==> src/rtl/mc_datapath_pkg.sv <==
// Shared encodings for the multicycle datapath:
// opcodes, ALU operations and B-operand selects.
package mc_datapath_pkg;

  localparam int DATA_W = 8;

  typedef enum logic [1:0] {
    OP_ADD   = 2'b00,
    OP_SUB   = 2'b01,
    OP_LOAD  = 2'b10,
    OP_STORE = 2'b11
  } opcode_e;

  typedef enum logic [2:0] {
    ALU_ADD  = 3'b000,
    ALU_SUB  = 3'b001,
    ALU_AND  = 3'b010,
    ALU_OR   = 3'b011,
    ALU_XOR  = 3'b100,
    ALU_NOT  = 3'b101,
    ALU_SHL  = 3'b110,
    ALU_PASS = 3'b111
  } aluop_e;

  typedef enum logic [2:0] {
    SELB_REG  = 3'b000,
    SELB_ONE  = 3'b001,
    SELB_SEXT = 3'b010,
    SELB_ZEXT = 3'b011
  } selb_e;

endpackage

==> src/rtl/mc_alu.sv <==
// Combinational ALU with its own A/B operand muxes.
// Arithmetic wraps mod 2^DATA_W; carry is dropped.
module mc_alu
  import mc_datapath_pkg::*;
(
  input  logic [2:0]        op,
  input  logic              sel_a,
  input  logic [2:0]        sel_b,
  input  logic [DATA_W-1:0] pc,
  input  logic [DATA_W-1:0] a,
  input  logic [DATA_W-1:0] b,
  input  logic [3:0]        imm,
  output logic [DATA_W-1:0] y
);

  logic [DATA_W-1:0] opa;
  logic [DATA_W-1:0] opb;

  assign opa = sel_a ? a : pc;

  always_comb begin
    opb = '0;
    case (sel_b)
      SELB_REG:  opb = b;
      SELB_ONE:  opb = DATA_W'(1);
      SELB_SEXT: opb = {{(DATA_W-4){imm[3]}}, imm};
      SELB_ZEXT: opb = {{(DATA_W-4){1'b0}}, imm};
      default:   opb = '0;
    endcase
  end

  always_comb begin
    y = '0;
    case (op)
      ALU_ADD:  y = opa + opb;
      ALU_SUB:  y = opa - opb;
      ALU_AND:  y = opa & opb;
      ALU_OR:   y = opa | opb;
      ALU_XOR:  y = opa ^ opb;
      ALU_NOT:  y = ~opa;
      ALU_SHL:  y = {opa[DATA_W-2:0], 1'b0};
      ALU_PASS: y = opb;
      default:  y = '0;
    endcase
  end

endmodule

==> src/rtl/mc_datapath.sv <==
// Multicycle datapath: PC/IR/MDR/A/B/ALUout, 4x8 register
// file and memory muxes, steered by FSM strobes each cycle.
module mc_datapath #(
  parameter int                DATA_W   = mc_datapath_pkg::DATA_W,
  parameter int                NREG     = 4,
  parameter logic [DATA_W-1:0] PC_RESET = '0
) (
  input  logic              clock,
  input  logic              reset,
  input  logic              RFWrite,
  input  logic              MemWrite,
  input  logic              MemRead,
  input  logic              PCWrite,
  input  logic              IRload,
  input  logic              MDRload,
  input  logic              ABLD,
  input  logic              ALUoutLD,
  input  logic [2:0]        ALUop,
  input  logic              ALUA,
  input  logic [2:0]        ALU_B,
  input  logic              Addrsel,
  input  logic              RASel,
  input  logic              RegIn,
  output logic [DATA_W-1:0] IR,
  output logic [DATA_W-1:0] mem_addr,
  output logic [DATA_W-1:0] mem_wdata,
  input  logic [DATA_W-1:0] mem_rdata,
  output logic              mem_read,
  output logic              mem_write,
  output logic              zero,
  output logic [DATA_W-1:0] pc
);

  logic [DATA_W-1:0] mdr;
  logic [DATA_W-1:0] a;
  logic [DATA_W-1:0] b;
  logic [DATA_W-1:0] alu_out;
  logic [DATA_W-1:0] alu_y;
  logic [DATA_W-1:0] rf [NREG];
  logic [1:0]        ra;
  logic [1:0]        rb;
  logic [1:0]        wa;
  logic [DATA_W-1:0] wd;

  assign ra = RASel ? IR[1:0] : IR[5:4];
  assign rb = IR[3:2];
  assign wa = IR[5:4];
  assign wd = RegIn ? mdr : alu_out;

  assign mem_addr  = Addrsel ? b : pc;
  assign mem_wdata = a;
  assign mem_read  = MemRead;
  assign mem_write = MemWrite;

  mc_alu u_alu (
    .op    (ALUop),
    .sel_a (ALUA),
    .sel_b (ALU_B),
    .pc    (pc),
    .a     (a),
    .b     (b),
    .imm   (IR[3:0]),
    .y     (alu_y)
  );

  // Nonblocking reads give A/B the pre-write register values.
  always_ff @(posedge clock) begin
    if (reset) begin
      pc      <= PC_RESET;
      IR      <= '0;
      mdr     <= '0;
      a       <= '0;
      b       <= '0;
      alu_out <= '0;
      zero    <= 1'b1;
      for (int i = 0; i < NREG; i++) rf[i] <= '0;
    end else begin
      if (PCWrite)  pc  <= pc + DATA_W'(1);
      if (IRload)   IR  <= mem_rdata;
      if (MDRload)  mdr <= mem_rdata;
      if (ABLD) begin
        a <= rf[ra];
        b <= rf[rb];
      end
      if (ALUoutLD) begin
        alu_out <= alu_y;
        zero    <= (alu_y == '0);
      end
      if (RFWrite) rf[wa] <= wd;
    end
  end

endmodule

==> config.mk <==
export PLATFORM = sky130hd
export DESIGN_NAME = mc_datapath
export DESIGN_NICKNAME = d
export VERILOG_FILES = /design/src/rtl/mc_datapath_pkg.sv /design/src/rtl/mc_alu.sv /design/src/rtl/mc_datapath.sv
export SDC_FILE = /design/constraint.sdc
export NUM_CORES = 1
export LEC_CHECK = 0
export ABC_CLOCK_PERIOD_IN_PS = 4200
export BUFFER_PORTS_ARGS = -buffer_cell sky130_fd_sc_hd__buf_4
export CORE_MARGIN = 2
export CORE_UTILIZATION = 40
export DETAILED_ROUTE_END_ITERATION = 12
export GPL_ROUTABILITY_DRIVEN = 0
export PLACE_DENSITY = 0.71
export SYNTH_ARGS = -nofsm -noshare
export SYNTH_HDL_FRONTEND = slang
export SYNTH_SLANG_ARGS = --single-unit
==> constraint.sdc <==
create_clock -name clock -period 4.2 [get_ports clock]
set_clock_uncertainty 0.15 [all_clocks]
set_input_delay 0 -clock clock [delete_from_list [all_inputs] [get_ports clock]]
set_output_delay 0 -clock clock [all_outputs]
set_load 0.01 [all_outputs]
==> results.ini <==
[status]
status=finished, final reports clean

[synth]
synthTopCellsByCount=nor2_1 (84), dfxtp_1 (49), mux2i_1 (46)
ys_types=71
synth_top_area_share_pct=19.4
synthCells=518
synth_ff_type=dfxtp_1
synth_area_leaders=dfxtp_1 (19%), edfxtp_1 (19%), mux2i_1 (9.1%)
async_flop_share_pct=0
syn-cell-area_um2=5070
synth.most_common_cell=nor2_1
synth_nets=572
avgSynthCellArea_um2=9.78
ys_seq_area_share_pct=38.3
synth-xor-area-share_pct=2.07
synth-edff-count=32
synth_top_area_cell=dfxtp_1
synth_compound_area_share_pct=10.2
synth-adder-area-share_pct=6.57
synth_mux_area_share_pct=20.5
yosys.area_share.simple_pct=17.2
synth_warnings=0
synth_top_family_by_area=multiplexers
synth_seq_cells=81

[floorplanning]
start_util_pct=40.5
core_area_um2=12500
die_area_um2=13600
pin_count=63
die_w_um=117
rows=41
fp.dieH_um=117

[setup_path]
cp_data_arrival_time_ns=3.59
path_depth=11
worstPathMaxFanout=4
end_kind=register
reg2reg_from=b[1]
slowest_delay_ns=0.46
critical_path_class=register to register
required_ns=4.30
r2r-end=zero
cp-start-kind=register
path_cells=nor4b_1 -> a31oi_2 -> ha_1 -> mux2i_1 -> fa_1 -> a21oi_1 -> o21ai_1 -> or4_1 -> nand3_1 -> a22oi_1 -> o41ai_2
reg2reg_slack_ns=0.71
critPathTopFamily=compound AO/OA/AOI/OAI gates
reg2regPathDepth=11
path_buf_inv=0
cpMaxStageDelayCell=fa_1

[final_layout]
fin_nets=635
drive_above_1_share_pct=21.8
finalNonFillerCells=758
final.fill_count=1162
antenna_cells=0
area_delta_synth_final_pct=20.6
multi_input_area_um2=2860
seq_area_um2=1940

[cts]
hold_buffers=23
clkSinkCount=81
clockBufferDepth=2
htree_levels=3
post_cts.repair.setup_buffers=0
cts_made_buffers=9
clk-insertion-delay-late_ns=0.34
cts_resized=0
cts_tree=built
cts.clk_slew.worst_paths_ns=0.06
cts-root-buf=clkbuf_16

[grt]
grt_max_degree=50
grt_use_total_pct=20.6
antenna_found_initial=0
grt_first_pass_wirelength_mm=21.2
overflow=0
first_global_vias=4072

[detailed_routing]
drt_iter0_markers=345
wl_mm=13.3
vias_per_cell=5.39
first_pass_iters=5
wl_per_cell_um=17.6
drcViolationCount=0
vias=4088
ant_nets=0

[timing]
hold_violations=0
timing.hold.ws_ns=0.0824
worst_slew_pin_slew_ns=0.905
rsz0062_at_grt=false
period_needed_ns=3.49
fin_crit_sh_pct=83.2
drv_slew=0
timing.fmax_ghz=0.286
report.final.setup_viol=0
relSlewSlack_pct=38.0
setup_tns_ns=0

[power_and_ir_drop]
ir_drop_uv=268
p_leak_nw=2.64
p_per_area_nw_per_um2=341

[min_path]
min_to=rf[3][4]
hold_path_depth=4
hold_class=input pin to register
holdCritStartpoint=RegIn

[place]
dpl.cell_count=719
numPortBuffers=58
hpwl_mm=9.88

[run]
timing.max_cap.violations=0

[registers in the layout, summed over array words and instances (netlist names)]
name	flops
rf	32
IR	8
alu_out	8
b	8
mdr	8
mem_wdata	8
pc	8
zero	1
[worst max-delay path by stage]
| stage | startpoint | endpoint | slack (ns) |
|---|---|---|---|
| after floorplan | IR[0] | zero | 1.08 |
| after global placement | IR[0] | zero | 1.02 |
| after detailed placement | b[1] | zero | 0.77 |
| after CTS | b[1] | zero | 0.73 |
| after global routing | b[1] | zero | 0.52 |
| final | b[1] | zero | 0.71 |
[worst register-to-register path, delay by kind of cell, from the launching register on]
kind	cells	cell delay (ns)
AND/OR/NAND/NOR	3	0.90
adder cells (fa/ha/maj)	2	0.79
AO/OA/AOI/OAI	5	1.02
multiplexers	1	0.11
flip-flops	1	0.44
[power by group]
| part | internal, mW | switching, mW |
|---|---|---|
| sequential | 0.860 | 0.0404 |
| combinational | 0.194 | 0.220 |
| clock | 0.456 | 0.312 |
| total | 1.51 | 0.573 |
[layer usage]
layer,share of wire [%],global-route usage (%)
met5,0,0
met4,2.1,6.43
met1,43,26.6
met3,8.3,5.03
met2,47,34.1
[placed cells by master, fill, tap and decap left out, drive strengths merged, types with 3 or more instances in the layout]
master / instances
a211oi: 4
nand3: 6
xor2: 4
buf: 59
a31oi: 6
inv: 29
xnor2: 8
nor2b: 6
or3b: 3
mux2: 17
nand3b: 3
nor4: 4
mux2i: 48
clkinv: 5
nor3b: 3
nand2: 38
nand4: 4
clkbuf: 10
o311ai: 3
dfxtp: 49
nor3: 7
edfxtp: 32
clkinvlp: 3
a211o: 3
or3: 3
nand2b: 8
o21ai: 10
a21oi: 33
dlygate4sd3: 23
nor2: 84
mux4: 16
ha: 25
[through the flow]
step	util [%]	total power [mW]	area, um2	setup slack (ns)
final	48.8	2.08	6110	0.706
after detailed placement	44.7	1.31	5590	0.769
after global routing	48.8	2.16	6110	0.520
after floorplan	-	1.18	5070	1.08
after global placement	44.7	1.29	5590	1.02
after CTS	48.8	2.08	6110	0.731
[final cells by class]
cell class	count	area share (%)
Multi-Input combinational cell	375	46.8
Sequential cell	81	31.8
Timing Repair Buffer	82	11.0
Clock buffer	10	3.75
Tap cell	172	3.52
Inverter	32	2.15
Clock inverter	6	0.962
[cells by family after synthesis]
logic type / count (synthesis)
XOR/XNOR: 12
buffers and inverters: 62
AO/OA/AOI/OAI: 76
multiplexers: 81
adder cells (fa/ha/maj): 26
AND/OR/NAND/NOR: 180
flip-flops: 81
Power figures use the tool's default switching activity.
